**src/rtl/asmi_prog_ctrl_if.sv**
```systemverilog
// Purpose: bundles the downstream unpacker signals (dseth*/asmi_*) and the
//          flash engine signals (fl_*) used by asmi_prog_ctrl.
// Modports:
//   slave  - the controller's view: it receives unpacker traffic, drives
//            flash commands and reports progress.
//   master - the environment's view: it drives the unpacker and flash engine.
interface asmi_prog_ctrl_if;
    logic [7:0]  dseth_tdata;
    logic        dsethasmi_tvalid;
    logic        dsethasmi_tlast;
    logic [13:0] asmi_cnt;
    logic        dsethasmi_erase;
    logic        dsethasmi_erase_ack;
    logic        fl_req;
    logic [1:0]  fl_op;
    logic [23:0] fl_addr;
    logic        fl_ack;
    logic        fl_busy;
    logic        fl_dreq;
    logic [7:0]  fl_dout;
    logic        blk_done;
    logic        prog_done;
    logic        ovf_err;

    modport slave (
        input  dseth_tdata, dsethasmi_tvalid, dsethasmi_tlast, asmi_cnt,
               dsethasmi_erase, fl_ack, fl_busy, fl_dreq,
        output dsethasmi_erase_ack, fl_req, fl_op, fl_addr, fl_dout,
               blk_done, prog_done, ovf_err
    );

    modport master (
        output dseth_tdata, dsethasmi_tvalid, dsethasmi_tlast, asmi_cnt,
               dsethasmi_erase, fl_ack, fl_busy, fl_dreq,
        input  dsethasmi_erase_ack, fl_req, fl_op, fl_addr, fl_dout,
               blk_done, prog_done, ovf_err
    );
endinterface

```
**src/rtl/asmi_prog_ctrl.sv**
```systemverilog
// Purpose: sequences remote flash update traffic. Erases ERASE_SECTORS
//          sectors on request, captures 256-byte program blocks into a
//          ping-pong page buffer and issues page-program commands.
// Ports:
//   clk    - system clock (unpacker domain)
//   rst_n  - asynchronous active-low reset
//   bus    - asmi_prog_ctrl_if.slave (unpacker side + flash engine side)
//
// state    | meaning
// IDLE     | waiting for erase request or a full buffer bank
// ER_ISSUE | sector-erase command requested, waiting for fl_ack
// ER_WAIT  | sector erase running, waiting for fl_busy to fall
// ER_ACK   | all sectors erased, one-cycle erase ack
// PG_ISSUE | page-program command requested, waiting for fl_ack
// PG_WAIT  | page program running, serving fl_dreq from the read bank
// PG_DONE  | page finished, blk_done pulse, check for last block
module asmi_prog_ctrl #(
    parameter logic [23:0] BASE_ADDR     = 24'h100000,
    parameter int          ERASE_SECTORS = 16,
    parameter int          SECTOR_SHIFT  = 16
) (
    input  logic              clk,
    input  logic              rst_n,
    asmi_prog_ctrl_if.slave   bus
);
    localparam int IDX_W = $clog2(ERASE_SECTORS + 1);

    typedef enum logic [2:0] {
        IDLE, ER_ISSUE, ER_WAIT, ER_ACK, PG_ISSUE, PG_WAIT, PG_DONE
    } state_t;

    state_t r_state, w_next;

    logic [7:0]      r_mem [0:511];
    logic [1:0]      r_full;
    logic [1:0][8:0] r_len;
    logic            r_wbank, r_rbank, r_drop, r_sess, r_ovf;
    logic [7:0]      r_wptr, r_rptr, r_dout;
    logic [13:0]     r_cnt_tgt, r_blk_cnt;
    logic [23:0]     r_page;
    logic [IDX_W-1:0] r_idx;
    logic            r_erase_d, r_erase_pend, r_busy_d, r_prog_done;

    logic            w_busy_fall, w_erase_start, w_pg_free;
    logic            w_wr_ovf, w_blk_end, w_wr_en;
    logic [IDX_W-1:0] w_idx_nxt;
    logic [23:0]     w_er_addr;
    logic [7:0]      w_rd_byte;
    logic            w_fl_req, w_erase_ack, w_blk_done;
    logic [1:0]      w_fl_op;
    logic [23:0]     w_fl_addr;

    assign w_busy_fall   = r_busy_d & ~bus.fl_busy;
    assign w_erase_start = (r_state == IDLE) & r_erase_pend;
    assign w_pg_free     = (r_state == PG_WAIT) & w_busy_fall;
    assign w_blk_end     = bus.dsethasmi_tlast | (r_wptr == 8'hFF);
    // Only the first byte of a block decides whether the whole block is dropped.
    assign w_wr_ovf      = bus.dsethasmi_tvalid & (r_wptr == 8'd0) & r_full[r_wbank];
    assign w_wr_en       = bus.dsethasmi_tvalid & ~w_wr_ovf & ~r_drop & ~w_erase_start;
    assign w_idx_nxt     = r_idx + 1'b1;
    assign w_er_addr     = BASE_ADDR + (24'(r_idx) << SECTOR_SHIFT);
    // Bytes past a short block's tlast read back as erased flash.
    assign w_rd_byte     = ({1'b0, r_rptr} < r_len[r_rbank]) ? r_mem[{r_rbank, r_rptr}] : 8'hFF;

    always_ff @(posedge clk) begin
        if (w_wr_en)
            r_mem[{r_wbank, r_wptr}] <= bus.dseth_tdata;
    end

    // Buffer bookkeeping: write side runs independently of the FSM.
    always_ff @(posedge clk or negedge rst_n) begin
        if (!rst_n) begin
            r_full    <= '0;
            r_len     <= '0;
            r_wbank   <= 1'b0;
            r_rbank   <= 1'b0;
            r_wptr    <= '0;
            r_rptr    <= '0;
            r_drop    <= 1'b0;
            r_sess    <= 1'b0;
            r_ovf     <= 1'b0;
            r_cnt_tgt <= '0;
        end else if (w_erase_start) begin
            r_full  <= '0;
            r_wbank <= 1'b0;
            r_rbank <= 1'b0;
            r_wptr  <= '0;
            r_rptr  <= '0;
            r_drop  <= 1'b0;
            r_sess  <= 1'b0;
            r_ovf   <= 1'b0;
        end else begin
            if (w_pg_free) begin
                r_full[r_rbank] <= 1'b0;
                r_rbank         <= ~r_rbank;
                r_rptr          <= '0;
            end else if (bus.fl_dreq) begin
                r_rptr <= r_rptr + 8'd1;
            end
            if (bus.dsethasmi_tvalid) begin
                if (!r_sess) begin
                    r_sess    <= 1'b1;
                    r_cnt_tgt <= bus.asmi_cnt;
                end
                if (w_wr_ovf)
                    r_ovf <= 1'b1;
                if (w_wr_ovf | r_drop) begin
                    r_drop <= ~w_blk_end;
                    r_wptr <= w_blk_end ? 8'd0 : r_wptr + 8'd1;
                end else if (w_blk_end) begin
                    r_full[r_wbank] <= 1'b1;
                    r_len[r_wbank]  <= {1'b0, r_wptr} + 9'd1;
                    r_wbank         <= ~r_wbank;
                    r_wptr          <= 8'd0;
                end else begin
                    r_wptr <= r_wptr + 8'd1;
                end
            end
        end
    end

    always_ff @(posedge clk or negedge rst_n) begin
        if (!rst_n) begin
            r_state      <= IDLE;
            r_idx        <= '0;
            r_page       <= BASE_ADDR;
            r_blk_cnt    <= '0;
            r_prog_done  <= 1'b0;
            r_erase_d    <= 1'b0;
            r_erase_pend <= 1'b0;
            r_busy_d     <= 1'b0;
            r_dout       <= '0;
        end else begin
            r_state   <= w_next;
            r_erase_d <= bus.dsethasmi_erase;
            r_busy_d  <= bus.fl_busy;
            if (bus.fl_dreq)
                r_dout <= w_rd_byte;
            // A request arriving mid-page is remembered until IDLE can serve it.
            if (w_erase_start)
                r_erase_pend <= 1'b0;
            if (bus.dsethasmi_erase & ~r_erase_d)
                r_erase_pend <= 1'b1;
            if (w_erase_start) begin
                r_idx       <= '0;
                r_blk_cnt   <= '0;
                r_prog_done <= 1'b0;
            end
            if ((r_state == ER_WAIT) & w_busy_fall)
                r_idx <= w_idx_nxt;
            if (r_state == ER_ACK)
                r_page <= BASE_ADDR;
            if (w_pg_free) begin
                r_page    <= r_page + 24'd256;
                r_blk_cnt <= r_blk_cnt + 14'd1;
            end
            if ((r_state == PG_DONE) & (r_blk_cnt == r_cnt_tgt))
                r_prog_done <= 1'b1;
        end
    end

    always_comb begin
        w_next      = r_state;
        w_fl_req    = 1'b0;
        w_fl_op     = 2'b00;
        w_fl_addr   = 24'h0;
        w_erase_ack = 1'b0;
        w_blk_done  = 1'b0;
        case (r_state)
            IDLE: begin
                if (r_erase_pend)
                    w_next = ER_ISSUE;
                else if (r_full[r_rbank])
                    w_next = PG_ISSUE;
            end
            ER_ISSUE: begin
                w_fl_req  = 1'b1;
                w_fl_op   = 2'b01;
                w_fl_addr = w_er_addr;
                if (bus.fl_ack)
                    w_next = ER_WAIT;
            end
            ER_WAIT: begin
                w_fl_op   = 2'b01;
                w_fl_addr = w_er_addr;
                if (w_busy_fall)
                    w_next = (w_idx_nxt == IDX_W'(ERASE_SECTORS)) ? ER_ACK : ER_ISSUE;
            end
            ER_ACK: begin
                w_erase_ack = 1'b1;
                w_next      = IDLE;
            end
            PG_ISSUE: begin
                w_fl_req  = 1'b1;
                w_fl_op   = 2'b10;
                w_fl_addr = r_page;
                if (bus.fl_ack)
                    w_next = PG_WAIT;
            end
            PG_WAIT: begin
                w_fl_op   = 2'b10;
                w_fl_addr = r_page;
                if (w_busy_fall)
                    w_next = PG_DONE;
            end
            PG_DONE: begin
                w_blk_done = 1'b1;
                w_next     = IDLE;
            end
            default: w_next = IDLE;
        endcase
    end

    assign bus.fl_req              = w_fl_req;
    assign bus.fl_op               = w_fl_op;
    assign bus.fl_addr             = w_fl_addr;
    assign bus.dsethasmi_erase_ack = w_erase_ack;
    assign bus.blk_done            = w_blk_done;
    assign bus.fl_dout             = r_dout;
    assign bus.prog_done           = r_prog_done;
    assign bus.ovf_err             = r_ovf;
endmodule

```
**src/flat_wrapper.sv**
```systemverilog
// flat-port wrapper written by rule: the top's interface ports become plain ports
module asmi_prog_ctrl_flat 
#(
    parameter logic [23:0] BASE_ADDR     = 24'h100000,
    parameter int          ERASE_SECTORS = 16,
    parameter int          SECTOR_SHIFT  = 16
)
  (clk, rst_n, bus_dseth_tdata, bus_dsethasmi_tvalid, bus_dsethasmi_tlast, bus_asmi_cnt, bus_dsethasmi_erase, bus_fl_ack, bus_fl_busy, bus_fl_dreq, bus_dsethasmi_erase_ack, bus_fl_req, bus_fl_op, bus_fl_addr, bus_fl_dout, bus_blk_done, bus_prog_done, bus_ovf_err);
  asmi_prog_ctrl_if bus_i ();
  input  logic clk;
  input  logic rst_n;
  input wire logic [$bits(bus_i.dseth_tdata)-1:0] bus_dseth_tdata;
  input wire logic [$bits(bus_i.dsethasmi_tvalid)-1:0] bus_dsethasmi_tvalid;
  input wire logic [$bits(bus_i.dsethasmi_tlast)-1:0] bus_dsethasmi_tlast;
  input wire logic [$bits(bus_i.asmi_cnt)-1:0] bus_asmi_cnt;
  input wire logic [$bits(bus_i.dsethasmi_erase)-1:0] bus_dsethasmi_erase;
  input wire logic [$bits(bus_i.fl_ack)-1:0] bus_fl_ack;
  input wire logic [$bits(bus_i.fl_busy)-1:0] bus_fl_busy;
  input wire logic [$bits(bus_i.fl_dreq)-1:0] bus_fl_dreq;
  output wire logic [$bits(bus_i.dsethasmi_erase_ack)-1:0] bus_dsethasmi_erase_ack;
  output wire logic [$bits(bus_i.fl_req)-1:0] bus_fl_req;
  output wire logic [$bits(bus_i.fl_op)-1:0] bus_fl_op;
  output wire logic [$bits(bus_i.fl_addr)-1:0] bus_fl_addr;
  output wire logic [$bits(bus_i.fl_dout)-1:0] bus_fl_dout;
  output wire logic [$bits(bus_i.blk_done)-1:0] bus_blk_done;
  output wire logic [$bits(bus_i.prog_done)-1:0] bus_prog_done;
  output wire logic [$bits(bus_i.ovf_err)-1:0] bus_ovf_err;
  assign bus_i.dseth_tdata = bus_dseth_tdata;
  assign bus_i.dsethasmi_tvalid = bus_dsethasmi_tvalid;
  assign bus_i.dsethasmi_tlast = bus_dsethasmi_tlast;
  assign bus_i.asmi_cnt = bus_asmi_cnt;
  assign bus_i.dsethasmi_erase = bus_dsethasmi_erase;
  assign bus_i.fl_ack = bus_fl_ack;
  assign bus_i.fl_busy = bus_fl_busy;
  assign bus_i.fl_dreq = bus_fl_dreq;
  assign bus_dsethasmi_erase_ack = bus_i.dsethasmi_erase_ack;
  assign bus_fl_req = bus_i.fl_req;
  assign bus_fl_op = bus_i.fl_op;
  assign bus_fl_addr = bus_i.fl_addr;
  assign bus_fl_dout = bus_i.fl_dout;
  assign bus_blk_done = bus_i.blk_done;
  assign bus_prog_done = bus_i.prog_done;
  assign bus_ovf_err = bus_i.ovf_err;
  asmi_prog_ctrl #(.BASE_ADDR(BASE_ADDR), .ERASE_SECTORS(ERASE_SECTORS), .SECTOR_SHIFT(SECTOR_SHIFT)) u_core (.clk(clk), .rst_n(rst_n), .bus(bus_i));
endmodule
```
**config.mk**
```make
export PLATFORM = sky130hd
export DESIGN_NAME = asmi_prog_ctrl_flat
export DESIGN_NICKNAME = d
export VERILOG_FILES = /design/src/rtl/asmi_prog_ctrl_if.sv /design/src/rtl/asmi_prog_ctrl.sv /design/src/flat_wrapper.sv
export SDC_FILE = /design/constraint.sdc
export NUM_CORES = 2
export LEC_CHECK = 0
export BUFFER_PORTS_ARGS = -buffer_cell sky130_fd_sc_hd__buf_4
export CAP_MARGIN = 20
export CORE_UTILIZATION = 45
export CTS_CLUSTER_SIZE = 25
export DETAILED_ROUTE_END_ITERATION = 8
export MAX_ROUTING_LAYER = met4
export PLACE_DENSITY = 0.64
export SYNTH_ARGS = -nofsm -noshare
export SYNTH_HDL_FRONTEND = slang
export SYNTH_SLANG_ARGS = --single-unit
```
**constraint.sdc**
```tcl
create_clock -name clk -period 4.8 [get_ports clk]
set_input_delay 0.24 -clock clk [delete_from_list [all_inputs] [get_ports clk]]
set_output_delay 0.24 -clock clk [all_outputs]
set_load 0.01 [all_outputs]
```
==> results.tsv <==
metric	value	unit
outcome	finished, final reports clean	
wire per inst	35.6	µm
CP max FO	26	
hold_buf cts	33	
CTS tree	built	
grt ovf	0	
initial antenna violation count	33	
multi-input combinational cell area	36700	µm²
die area	370000	µm²
Synth area leader	edfxtp_1	
hold depth	3	
first-pass GRT wire length	682000	µm
average vias per placed instance	6.42	
Slew Limit Fails	0	
CTS max path bufs	4	
hold_ws	0.0659	ns
Starting Density	45.2	%
Routed Antenna Nets	0	
final period utilization	98.7	%
CTS Buf Count	425	
Leak	0.0596	µW
share of the synthesized area in the top cell type	74.3	%
Clk Latency, worst-skew pair	0.99	ns
Root Buffer	clkbuf_16	
hold crit path type	input port to flip-flop	
Worst setup SP type	flip-flop	
DR iter-0 viols	13600	
R2R depth	8	
Worst Path Required	5.59	ns
Post-synth ARST share	2.50	%
mapped cell area	165000	µm²
core footprint	366000	µm²
Total GRT Usage	27.0	%
synth warn	0	
mean post-synth cell area	20.3	µm²
count leader, synth	edfxtp_1	
VDD IR max	0.385	mV
RSZ-0062 raised after global routing	no	
min Tclk post-route	4.74	ns
Setup TNS Final	0	ns
PnR Total Power	101000	µW
Clk pin slew, worst setup/hold paths	0.06	ns
Commonest cells post-synth	edfxtp_1 (4096), mux4_2 (823), nor2_1 (606)	
worst slew pin tran	1.24	ns
pin count of the biggest net entering global routing	167	
Post-Route WL	492000	µm
Final Util	51.3	%
final setup vio count	0	
Post-Synthesis Cells	8134	
EDFF count, synth	4096	
post-cts repair resize count	0	
Final Hold Vio Count	0	
fillers	28400	
DP Wirelength	300000	µm
Die Ht	608	µm
register area	126000	µm²
fin nets	8696	
register area share after synthesis	75.9	%
H-tree levels	5	
clock sink count	4201	
CP arrival	5.53	ns
synthesized flop and latch total	4201	
DRT met1 WL	184000	µm
Synth area leaders	edfxtp_1 (74%), mux4_2 (11%), mux2i_1 (2.8%)	
Clock Skew	0.0463	ns
CP max-delay cell	a211oi_1	
Port Buffer Count	60	
Worst path max stage delay	0.93	ns
DRC	0	
Setup Buffers After CTS	0	
metal3 WL	58100	µm
Setup CP Type	flip-flop to flip-flop	
wire length on met2	227000	µm
vias in the first global route	86500	
total of max-cap violations	0	
relative slew slack	16.9	%
synth unique cells	93	
Syn-to-layout area delta	13.5	%
drt first pass iters	6	
num rows	222	
layout cells sized above 1	23.4	%
worst-path cell chain	and2_4, buf_4, a221oi_1, a21o_1, a222oi_1, o311ai_1, a211oi_1, a211oi_1	
Most used DFF post-synth	edfxtp_1	
Top Metal Used	met4	
Cell Pwr Density	538	nW/µm²
total I/O pin count	69	
die width	608	µm
crit path capture type	flip-flop	
fmax	211	MHz
Final Wtd Congestion	0.910	
most used cell, CP	a211oi_1	
via count	88800	
sequential cells by signal, indices dropped and copies added, names as in the netlist, 3 cells and up:
| register | flops |
|---|---|
| u_core.r_mem | 4096 |
| u_core.r_len | 18 |
| u_core.r_cnt_tgt | 14 |
| u_core.bus.fl_dout | 8 |
| u_core.r_wptr | 8 |
| u_core.r_idx | 5 |
| u_core.r_page | 16 |
| u_core.r_state | 3 |
| u_core.r_rptr | 8 |
| u_core.r_blk_cnt | 14 |
cells by family (layout without fill, tap and decap cells):
logic type,after synthesis,in the layout,synth area share [%]
fa+ha+maj,16,16,0.121
simple gates,1130,1130,2.96
mux,1388,1388,15.2
flops,4201,4201,75.9
xor+xnor,32,32,0.169
buf+inv,541,1398,2.13
compound gates,825,825,3.45
other cells,1,33,0.00227
worst paths after layout:
path | from | to | slack, ns
setup / recovery | u_core.r_rptr[1] | u_core.bus.fl_dout[0] | 0.06
hold / removal | bus_asmi_cnt[3] | u_core.r_cnt_tgt[3] | 0.07
setup reg to reg | u_core.r_rptr[1] | u_core.bus.fl_dout[0] | 0.06
hold reg to reg | u_core.r_erase_d | u_core.r_erase_pend | 0.43
max in group asynchronous | rst_n | u_core.r_rptr[2] | 3.54
min in group asynchronous | rst_n | u_core.r_page[20] | 0.49
cells in the final DEF, fill, tap and decap left out, types with 21 or more instances in the layout:
master	n
a211oi_1	36
a21oi_1	169
a221oi_1	74
a22o_1	22
a22oi_1	117
a31oi_1	21
and2_1	22
buf_12	90
buf_4	463
bufinv_16	32
clkbuf_1	103
clkbuf_16	434
clkinv_1	88
clkinv_2	70
dfrtp_1	96
diode_2	25
dlygate4sd3_1	32
edfxtp_1	4096
mux2_2	38
mux2i_1	466
mux4_1	61
mux4_2	823
nand2_1	220
nand3_1	91
nand4_1	25
nor2_1	598
o21ai_0	148
o221ai_1	63
o22ai_1	39
final cells by class:
| cell class | instances | share of cell area [%] |
|---|---|---|
| Sequential cell | 4201 | 66.9 |
| Multi-Input combinational cell | 3399 | 19.5 |
| Timing Repair Buffer | 600 | 3.10 |
| Clock inverter | 228 | 1.11 |
| Clock buffer | 547 | 6.06 |
| Inverter | 23 | 0.0533 |
| Antenna cell | 25 | 0.0333 |
| Tap cell | 4816 | 3.21 |
stage by stage:
step / instance area, µm² / std cells / setup slack [ns]
finish: 188000 / 13800 / 0.0623
global route: 188000 / 13800 / 0.145
CTS: 188000 / 13800 / 0.153
detailed placement: 174000 / 13000 / 0.188
global placement: 174000 / 13000 / 0.118
floorplan: 165000 / 8141 / 1.71
layer usage:
layer	up-vias	global-route usage [%]
met2	6165	40.2
met5	-	-
met4	0	11.0
met3	1097	5.98
met1	46800	36.1
li1	34800	-
where the power goes:
part	switching (µW)	internal, µW	total (µW)	leakage, µW
Sequential	636	40500	41200	0.0382
Clock	14000	18400	32400	0.00655
Combinational	16500	10900	27500	0.0149
worst max-delay path: cells and delay by family, from the launching register on:
| kind | cells | cell delay [ns] |
|---|---|---|
| flops | 1 | 0.87 |
| compound gates | 6 | 2.39 |
| buf+inv | 1 | 0.45 |
| simple gates | 1 | 0.79 |
Note: power is estimated with default switching activity, not from simulation.
